===== config.mk =====
export PLATFORM = sky130hd
export DESIGN_NAME = dcmi_capture
export DESIGN_NICKNAME = d
export VERILOG_FILES = /design/src/rtl/dcmi_capture.sv
export SDC_FILE = /design/constraint.sdc
export NUM_CORES = 1
export LEC_CHECK = 0
export ABC_AREA = 1
export ABC_CLOCK_PERIOD_IN_PS = 4150
export CAP_MARGIN = 20
export CORE_MARGIN = 1.5
export CORE_UTILIZATION = 50
export DETAILED_ROUTE_END_ITERATION = 12
export PLACE_DENSITY = 0.7
export SYNTH_ARGS = -nofsm -noshare
export SYNTH_HDL_FRONTEND = slang
export SYNTH_SLANG_ARGS = --single-unit

===== constraint.sdc =====
create_clock -name clk -period 4.15 [get_ports clk]
set_input_delay 1.0375 -clock clk [delete_from_list [all_inputs] [get_ports clk]]
set_output_delay 1.0375 -clock clk [all_outputs]
set_load 0.1 [all_outputs]

===== src/rtl/dcmi_capture.sv =====
`default_nettype none
// ============================================================================
// dcmi_capture: DCMI camera capture, packs 8..14-bit pixels into 32-bit words
// and streams them through a show-ahead word FIFO.   Revision: 1.0
// ============================================================================
module dcmi_capture #(
  parameter int FIFO_DEPTH = 4
) (
  input  logic        clk,
  input  logic        rstn,
  input  logic        capture_en,
  input  logic        snapshot_mode,
  input  logic        vsync_polarity,
  input  logic        hsync_polarity,
  input  logic [1:0]  data_bus_width,
  input  logic        dcmi_vsync,
  input  logic        dcmi_hsync,
  input  logic [13:0] dcmi_data,
  output logic [31:0] out_data,
  output logic        out_last,
  output logic        out_valid,
  input  logic        out_ready,
  output logic        frame_start,
  output logic        frame_end,
  output logic        line_end,
  output logic        overflow,
  input  logic        overflow_clr,
  output logic        capture_active,
  output logic [13:0] line_cnt,
  output logic [13:0] pixel_cnt
);

  localparam int AW = (FIFO_DEPTH > 2) ? $clog2(FIFO_DEPTH) : 1;
  localparam logic [AW:0] FULL_CNT = (AW+1)'(FIFO_DEPTH);
  localparam logic [13:0] CNT_MAX = 14'h3FFF;

  typedef enum logic [1:0] {
    ST_IDLE    = 2'd0,
    ST_WAIT_FS = 2'd1,
    ST_FRAME   = 2'd2
  } state_t;

  state_t      state_q, state_d;
  logic        vsync_s1_q, hsync_s1_q;
  logic [13:0] data_s1_q;
  logic        vs_prev_q, hs_prev_q;
  logic [1:0]  width_q, width_d;
  logic [31:0] pack_q, pack_d;
  logic [1:0]  pack_cnt_q, pack_cnt_d;
  logic        wr_valid_q, wr_valid_d;
  logic [31:0] wr_data_q, wr_data_d;
  logic        wr_last_q, wr_last_d;
  logic [13:0] line_cnt_q, line_cnt_d;
  logic [13:0] pixel_cnt_q, pixel_cnt_d;
  logic        frame_start_q, frame_start_d;
  logic        frame_end_q, frame_end_d;
  logic        line_end_q, line_end_d;
  logic        overflow_q, overflow_d;
  logic        frame_words_q, frame_words_d;
  logic        snap_done_q, snap_done_d;
  logic [AW:0] wr_ptr_q, wr_ptr_d, rd_ptr_q, rd_ptr_d;
  logic [31:0] mem_data_q [FIFO_DEPTH];
  logic        mem_last_q [FIFO_DEPTH];

  logic        w_vs, w_hs, w_vs_rise, w_vs_fall, w_hs_rise, w_hs_fall;
  logic [15:0] w_pix;
  logic [31:0] w_packed;
  logic [1:0]  w_pack_top;
  logic        w_force_last, w_tail_patch;
  logic [AW:0] w_fifo_cnt;
  logic        w_empty, w_full, w_rd_en, w_wr_ok, w_wr_last;
  logic [AW-1:0] w_rd_idx, w_wr_idx, w_tail_idx;

  assign w_vs      = vsync_s1_q ^ vsync_polarity;
  assign w_hs      = hsync_s1_q ^ hsync_polarity;
  assign w_vs_rise = w_vs & ~vs_prev_q;
  assign w_vs_fall = ~w_vs & vs_prev_q;
  assign w_hs_rise = w_hs & ~hs_prev_q;
  assign w_hs_fall = ~w_hs & hs_prev_q;

  always_comb begin
    w_pix = 16'd0;
    case (width_q)
      2'b00:   w_pix = {8'd0, data_s1_q[7:0]};
      2'b01:   w_pix = {6'd0, data_s1_q[9:0]};
      2'b10:   w_pix = {4'd0, data_s1_q[11:0]};
      default: w_pix = {2'd0, data_s1_q};
    endcase
    if (width_q == 2'b00) begin
      w_packed   = pack_q | ({24'd0, w_pix[7:0]} << {pack_cnt_q, 3'b000});
      w_pack_top = 2'd3;
    end else begin
      w_packed   = pack_q | ({16'd0, w_pix} << {pack_cnt_q[0], 4'b0000});
      w_pack_top = 2'd1;
    end
  end

  // A word staged on the same cycle the frame ends becomes the frame's last word.
  assign w_force_last = (state_q == ST_FRAME) && w_vs_fall && (pack_cnt_q == 2'd0);

  always_comb begin
    state_d       = state_q;
    width_d       = width_q;
    pack_d        = pack_q;
    pack_cnt_d    = pack_cnt_q;
    wr_valid_d    = 1'b0;
    wr_data_d     = wr_data_q;
    wr_last_d     = wr_last_q;
    line_cnt_d    = line_cnt_q;
    pixel_cnt_d   = pixel_cnt_q;
    frame_start_d = 1'b0;
    frame_end_d   = 1'b0;
    line_end_d    = 1'b0;
    frame_words_d = frame_words_q | w_wr_ok;
    snap_done_d   = capture_en ? snap_done_q : 1'b0;
    w_tail_patch  = 1'b0;
    case (state_q)
      ST_IDLE: begin
        if (capture_en && !snap_done_q) state_d = ST_WAIT_FS;
      end
      ST_WAIT_FS: begin
        if (w_vs_rise) begin
          state_d       = ST_FRAME;
          frame_start_d = 1'b1;
          line_cnt_d    = 14'd0;
          pixel_cnt_d   = 14'd0;
          pack_d        = 32'd0;
          pack_cnt_d    = 2'd0;
          width_d       = data_bus_width;
          frame_words_d = 1'b0;
        end
      end
      ST_FRAME: begin
        if (w_hs_rise) pixel_cnt_d = 14'd0;
        if (w_vs && w_hs) begin
          pixel_cnt_d = (pixel_cnt_d == CNT_MAX) ? CNT_MAX : pixel_cnt_d + 14'd1;
          if (pack_cnt_q == w_pack_top) begin
            wr_valid_d = 1'b1;
            wr_data_d  = w_packed;
            wr_last_d  = 1'b0;
            pack_d     = 32'd0;
            pack_cnt_d = 2'd0;
          end else begin
            pack_d     = w_packed;
            pack_cnt_d = pack_cnt_q + 2'd1;
          end
        end
        if (w_hs_fall) begin
          line_end_d = 1'b1;
          line_cnt_d = (line_cnt_q == CNT_MAX) ? CNT_MAX : line_cnt_q + 14'd1;
        end
        if (w_vs_fall) begin
          frame_end_d = 1'b1;
          if (pack_cnt_q != 2'd0) begin
            wr_valid_d = 1'b1;
            wr_data_d  = pack_q;
            wr_last_d  = 1'b1;
            pack_d     = 32'd0;
            pack_cnt_d = 2'd0;
          end else if (!wr_valid_q && frame_words_q) begin
            w_tail_patch = 1'b1;
          end
          if (snapshot_mode) snap_done_d = capture_en;
          state_d = (snapshot_mode || !capture_en) ? ST_IDLE : ST_WAIT_FS;
        end
      end
      default: state_d = ST_IDLE;
    endcase
  end

  assign w_fifo_cnt = wr_ptr_q - rd_ptr_q;
  assign w_empty    = (w_fifo_cnt == '0);
  assign w_full     = (w_fifo_cnt == FULL_CNT);
  assign w_rd_en    = ~w_empty & out_ready;
  // A full FIFO still accepts a write when a word leaves on the same edge.
  assign w_wr_ok    = wr_valid_q & (~w_full | w_rd_en);
  assign w_wr_last  = wr_last_q | w_force_last;
  assign w_rd_idx   = rd_ptr_q[AW-1:0];
  assign w_wr_idx   = wr_ptr_q[AW-1:0];
  assign w_tail_idx = wr_ptr_q[AW-1:0] - AW'(1);

  always_comb begin
    wr_ptr_d   = w_wr_ok ? wr_ptr_q + 1'b1 : wr_ptr_q;
    rd_ptr_d   = w_rd_en ? rd_ptr_q + 1'b1 : rd_ptr_q;
    overflow_d = overflow_q;
    if (overflow_clr) overflow_d = 1'b0;
    if (wr_valid_q && w_full && !w_rd_en) overflow_d = 1'b1;
  end

  always_ff @(posedge clk) begin
    if (w_wr_ok) begin
      mem_data_q[w_wr_idx] <= wr_data_q;
      mem_last_q[w_wr_idx] <= w_wr_last;
    end else if (w_tail_patch && !w_empty) begin
      mem_last_q[w_tail_idx] <= 1'b1;
    end
  end

  always_ff @(posedge clk or negedge rstn) begin
    if (!rstn) begin
      state_q       <= ST_IDLE;
      vsync_s1_q    <= 1'b0;
      hsync_s1_q    <= 1'b0;
      data_s1_q     <= 14'd0;
      vs_prev_q     <= 1'b0;
      hs_prev_q     <= 1'b0;
      width_q       <= 2'b00;
      pack_q        <= 32'd0;
      pack_cnt_q    <= 2'd0;
      wr_valid_q    <= 1'b0;
      wr_data_q     <= 32'd0;
      wr_last_q     <= 1'b0;
      line_cnt_q    <= 14'd0;
      pixel_cnt_q   <= 14'd0;
      frame_start_q <= 1'b0;
      frame_end_q   <= 1'b0;
      line_end_q    <= 1'b0;
      overflow_q    <= 1'b0;
      frame_words_q <= 1'b0;
      snap_done_q   <= 1'b0;
      wr_ptr_q      <= '0;
      rd_ptr_q      <= '0;
    end else begin
      state_q       <= state_d;
      vsync_s1_q    <= dcmi_vsync;
      hsync_s1_q    <= dcmi_hsync;
      data_s1_q     <= dcmi_data;
      vs_prev_q     <= w_vs;
      hs_prev_q     <= w_hs;
      width_q       <= width_d;
      pack_q        <= pack_d;
      pack_cnt_q    <= pack_cnt_d;
      wr_valid_q    <= wr_valid_d;
      wr_data_q     <= wr_data_d;
      wr_last_q     <= wr_last_d;
      line_cnt_q    <= line_cnt_d;
      pixel_cnt_q   <= pixel_cnt_d;
      frame_start_q <= frame_start_d;
      frame_end_q   <= frame_end_d;
      line_end_q    <= line_end_d;
      overflow_q    <= overflow_d;
      frame_words_q <= frame_words_d;
      snap_done_q   <= snap_done_d;
      wr_ptr_q      <= wr_ptr_d;
      rd_ptr_q      <= rd_ptr_d;
    end
  end

  assign out_valid      = ~w_empty;
  assign out_data       = w_empty ? 32'd0 : mem_data_q[w_rd_idx];
  assign out_last       = w_empty ? 1'b0 : mem_last_q[w_rd_idx];
  assign frame_start    = frame_start_q;
  assign frame_end      = frame_end_q;
  assign line_end       = line_end_q;
  assign overflow       = overflow_q;
  assign capture_active = (state_q != ST_IDLE);
  assign line_cnt       = line_cnt_q;
  assign pixel_cnt      = pixel_cnt_q;

endmodule
`default_nettype wire


---- Word level (Yosys, flattened, before mapping) ----
Memories as Yosys holds them, arrays and structs flattened.
Index checks and enable logic that the tools add are counted.
word-level totals
  bits in writable memories ............... 132
  bits in registers ....................... 130
  output and inout port bits .............. 67
  memories kept ........................... 2
  logic and storage cells ................. 161
  input port bits ......................... 26
memories
  memory      depth  width  rd ports  clocked after Yosys merged registers in  write ports  RTL line  source
  mem_data_q  4      32     1         0                                        1            62        logic [31:0] mem_data_q [FIFO_DEPTH];
  mem_last_q  4      1      1         0                                        1            63        logic mem_last_q [FIFO_DEPTH];
operators by class
  bitwise logic cells ..................... 19
  equality and inequality tests ........... 12
  shifts and indexed selects .............. 2
  add/subtract/negate cells ............... 7
  reduce and logical (&&, ||, !) cells .... 27
  muxes and demuxes ....................... 70
operator list
  kind                   number
  $mux 32                11
  $mux 14                7
  $or 32x32->32          2
  $pmux 32 s2            1
  $pmux 14 s2            2
  $pmux 14 s3            1
  $mux 1                 36
  $shl 16x5->32          1
  $shl 8x5->32           1
  $add 14x1->14 const B  2
  $eq 14x14->1 const B   2
  $mux 2                 10
  $logic_and 1x1->1      8
  $ne 2x2->1 const B     4
  $reduce_bool 2->1      4
  $add 3x1->3 const B    2
  $and 1x1->1            6
  $logic_not 2->1        3
  $not 1->1              6
  $pmux 2 s3             1
  $reduce_and 3->1       2
  $logic_not 1->1        5
  $eq 2x1->1 const B     2
  $eq 2x2->1 const B     2
  other kinds (12)       16

---- Depth between registers and ports, before layout ----
  word-level depth ........................ 12
  depth in mapped cells ................... 18
  depth with buffers taken out ............ 16

---- Worst setup path after synthesis ----
No wires, ideal clock.
  path kind ............................... register to output
  start ................................... register rd_ptr_q[1]
  end ..................................... output port out_data[22]
  setup slack ............................. 0.303 ns
  data required time ...................... 3.113 ns
  stages on the path, launching flop included .. 12
  path buffers ............................ 3
  arrival ................................. 2.809 ns
  cells stage by stage .................... dfrtp_1 > inv_1 > clkbuf_1 > ha_1 > inv_1 > o21bai_1 > xnor2_1 > nand3_1 > buf_2 > buf_2 > nand2_1 > inv_1
between the ends
  word-level cells in the longest chain between the ends .. 3
  elaborated cells between the ends (all ways) .. 4
  those cells by class .................... add/sub (1); mux (1); reduce/logical (1); memory (1)
RTL lines
  item                      RTL line  source
  start: declaration        61        logic [AW:0] wr_ptr_q, wr_ptr_d, rd_ptr_q, rd_ptr_d;
  start signal: assignment  245       rd_ptr_q <= rd_ptr_d;
  $sub 3x3->3               171       assign w_fifo_cnt = wr_ptr_q - rd_ptr_q;
  $logic_not 3->1           172       assign w_empty = (w_fifo_cnt == '0);
  $mux 32 *                 250       assign out_data = w_empty ? 32'd0 : mem_data_q[w_rd_idx];
  end: declaration          19        output logic [31:0] out_data,
Mark *: on every way between the ends. The rest lies on a longest branch, timed or not.

---- Worst setup path after layout ----
  start ................................... register wr_ptr_q[1]
  end ..................................... output port out_data[13]
between the ends
  word-level cells in the longest chain between the ends .. 3
RTL lines
  item                      RTL line  source
  start: declaration        61
  start signal: assignment  244       wr_ptr_q <= wr_ptr_d;
  $sub 3x3->3               171
  $logic_not 3->1           172
  $mux 32                   250
No other way between the ends.

==> impl_metrics.json <==
{
  "path_buf_inv": 4,
  "unrepaired_setup_endpoints_after_global_routing": "false",
  "drc": 0,
  "ys_ff_latch": 262,
  "critical_path.max_fanout": 39,
  "finalSetupViolCount": 0,
  "clock_power_share_pct": 20.0,
  "maximum_number_of_pins_on_one_net_before_global_route_repair": 78,
  "achievable-frequency_ghz": 0.278,
  "timing_worst_slew_pin_value_ps": 1000,
  "post-dp-hpwl_mm": 17.5,
  "setup_total_negative_slack_ps": 0,
  "slew-limit-headroom_pct": 33.0,
  "io_buffers": 92,
  "post_route_cells_drive_above_1_share_pct": 10.5,
  "yosys.cell_types.count": 48,
  "synth_warn": 0,
  "grt_overflow": 0,
  "cts_max_level": 1,
  "first_global_vias": 8520,
  "clockBufferDepth": 3,
  "p_sw_mw": 5.52,
  "vias_per_cell": 5.58,
  "register_area_share_after_synthesis_pct": 60.7,
  "floorplan.initialDensity_pct": 50.8,
  "instances_no_fill": 1632,
  "worst_setup_path_end_kind": "output port",
  "synth_area_um2": 11900,
  "crit-reg2reg-capture": "pack_q[4]",
  "final_cell_area_um2": 14300,
  "hold_viol": 0,
  "pwr-share-comb_pct": 52.2,
  "drt_first_pass_iters": 5,
  "area_growth_pct": 20.7,
  "drt.antenna.violating_nets": 0,
  "placer_s_final_routability_congestion_estimate": 0.882,
  "worst_ep_required_time_ps": 3110,
  "timing.max_cap.violations": 0,
  "ioPinCount": 93,
  "final_core_util_pct": 61.3,
  "grt.total_usage_pct": 22.3,
  "r2r_slack_ps": 1270,
  "synth_largest_type_area_fraction_pct": 33.4,
  "fin_hold_ws_ps": 469,
  "layout_common_cells": "sky130_fd_sc_hd__nand2_1, sky130_fd_sc_hd__o21ai_0, sky130_fd_sc_hd__nor2_1, sky130_fd_sc_hd__edfxtp_1, sky130_fd_sc_hd__dfrtp_1",
  "post_synthesis_net_count": 1246,
  "grt_pass1_wl_mm": 44.1,
  "p_sw_share_pct": 46.3,
  "power_density_cells_nw_per_um2": 831,
  "status": "completed",
  "final_critical_delay_including_setup_and_external_delays_ps": 3600,
  "cts_inserted_buffers": 26,
  "core-area_um2": 23400,
  "cp_common_cell": "sky130_fd_sc_hd__inv_1",
  "place_inst": 1584,
  "tritoncts": "yes",
  "mostFrequentLayoutCell": "sky130_fd_sc_hd__nand2_1",
  "clk-insertion-delay-late_ps": 520,
  "worst_setup_path_startpoint": "wr_ptr_q[1]",
  "cp.arrival_ps": 2560,
  "post_cts_hold_buffer_count": 0,
  "detail_route.wirelength_mm": 27.2,
  "power_leakage_nw": 5.99,
  "synth_edf_count": 132,
  "synth_area_per_inst_um2": 9.83,
  "setup.worst_path.start_class": "flop",
  "drt-wirelength-per-cell_um": 16.7,
  "antenna_found_initial": 0,
  "power.share.sequential_pct": 27.8,
  "cts_resized": 0,
  "core.rowCount": 56,
  "initialDrtViolationCount": 795,
  "finalClockSkew_ps": 7.66,
  "crit_type": "reg -> out",
  "synth_top_flop_cell": "sky130_fd_sc_hd__edfxtp_1",
  "power_report.internal_total_mw": 6.40,
  "via_count": 9112,
  "crit_chain": "ha_1, inv_1, o21bai_1, xnor2_1, nand3_1, buf_4, nand2_1, inv_1, buf_12",
  "longest_individual_stage_delay_on_the_worst_path_ps": 430,
  "synth_top_cell_by_area": "sky130_fd_sc_hd__edfxtp_1",
  "dieHeight_um": 157,
  "worst_r2r_startpoint": "width_q[1]",
  "clkSinkCount": 262,
  "die-width_um": 157,
  "synth-async-reset-ratio_pct": 49.6,
  "clockRootBuffer": "sky130_fd_sc_hd__clkbuf_16",
  "overall_die_area_um2": 24700,
  "post_dp_area_um2": 13500,
  "post-route-period-util_pct": 86.8,
  "hold_path.class": "in -> async",
  "insertedDiodeCount": 0,
  "worstRegToRegCells": 9,
  "count_of_nets_after_finishing": 1330,
  "clkSlewWorstSetupHoldPaths_ps": 60,
  "cts.repair_timing.setup_buffer_count": 0,
  "power.ir.vdd_worst_mv": 0.746,
  "final-max-slew-violation-count": 0,
  "critical_path.top_delay_family": "buffers and inverters",
  "yosys-top-cells-area": "sky130_fd_sc_hd__edfxtp_1, sky130_fd_sc_hd__dfrtp_1, sky130_fd_sc_hd__nand2_1",
  "cpMaxStageDelayCell": "sky130_fd_sc_hd__dfrtp_1",
  "synth_cells": 1209
}
==> metrics by stage <==
step                setup slack (ps)  power, mW
floorplan                        303       7.44
global placement                 814       9.51
detailed placement               696       9.60
CTS                              515       12.0
global route                     321       12.4
finish                           548       11.9
==> final cells by class <==
class                           instances  area, um^2
Multi-Input combinational cell        779        3970
Clock buffer                           35         736
Inverter                              111         417
Fill cell                            1969        9060
Tap cell                              319         399
Timing Repair Buffer                  113        1450
Clock inverter                         13         149
Sequential cell                       262        7220
==> sequential cells by signal (all words and copies together) (netlist names), 3 cells and up <==
register / flops
data_s1_q: 14
wr_data_q: 32
wr_ptr_q: 3
rd_ptr_q: 3
mem_data_q: 128
pack_q: 32
mem_last_q: 4
line_cnt: 14
pixel_cnt: 14
==> cells in the mapped netlist (2+ instances only) <==
cell type                  instances
sky130_fd_sc_hd__nor3_1           13
sky130_fd_sc_hd__inv_2             8
sky130_fd_sc_hd__a211oi_1          2
sky130_fd_sc_hd__buf_1             5
sky130_fd_sc_hd__clkbuf_1         27
sky130_fd_sc_hd__o211ai_1          6
sky130_fd_sc_hd__a31oi_1          10
sky130_fd_sc_hd__clkinv_1          2
sky130_fd_sc_hd__o21bai_1          2
sky130_fd_sc_hd__nand3_1          47
sky130_fd_sc_hd__a21oi_1          49
sky130_fd_sc_hd__nor2_2            8
sky130_fd_sc_hd__xor2_1           11
sky130_fd_sc_hd__o21ai_1          11
sky130_fd_sc_hd__nor2_1          136
sky130_fd_sc_hd__nand3b_1          2
sky130_fd_sc_hd__buf_4             3
sky130_fd_sc_hd__nor3_2            4
sky130_fd_sc_hd__o31ai_1          16
sky130_fd_sc_hd__dfrtp_1         130
sky130_fd_sc_hd__o311ai_0          5
sky130_fd_sc_hd__o21ai_0         135
sky130_fd_sc_hd__ha_1             11
sky130_fd_sc_hd__nand2_1         206
sky130_fd_sc_hd__xnor2_1           5
sky130_fd_sc_hd__o22ai_1          45
sky130_fd_sc_hd__edfxtp_1        132
sky130_fd_sc_hd__buf_2            19
sky130_fd_sc_hd__nand2_2           7
sky130_fd_sc_hd__nand4_1           5
sky130_fd_sc_hd__o21a_1            2
sky130_fd_sc_hd__or2_2             3
sky130_fd_sc_hd__a22oi_1          27
sky130_fd_sc_hd__inv_1           101
==> power by group through the flow <==
stage          Sequential [mW]  Clock [mW]  Combinational (mW)
6_report                  3.31        2.39                6.22
5_1_grt                   3.35        2.52                6.58
4_1_cts                   3.31        2.42                6.26
3_5_place_dp              3.35           0                6.25
3_3_place_gp              3.34           0                6.17
2_1_floorplan             3.41           0                4.03
==> kinds of logic (layout without fill, tap and decap cells) <==
group | count (synthesis) | after routing | synth area share, %
AO/OA/AOI/OAI | 316 | 316 | 15.5
XOR/XNOR | 16 | 16 | 1.18
adder cells (fa/ha/maj) | 11 | 11 | 1.16
buffers and inverters | 168 | 272 | 5.90
flip-flops | 262 | 262 | 60.7
AND/OR/NAND/NOR | 436 | 436 | 15.5
==> layer usage <==
layer	GRT usage, %	routed length (um)	share of wire [%]	up-vias
met5	0	0	0	-
met4	4.85	409	1.5	0
met3	2.45	1470	5.4	40
met2	37.8	13300	49	281
met1	31.3	12000	44	4431
li1	-	-	-	4360
==> worst max path at each step <==
stage	to	slack (ps)	depth (start not counted)
after floorplan	out_data[22]	300	11
after global placement	pack_q[30]	810	9
after detailed placement	pack_q[4]	700	9
after CTS	out_data[13]	520	9
after global routing	out_data[13]	320	9
final	out_data[13]	550	9
Power figures use the tool's default switching activity.
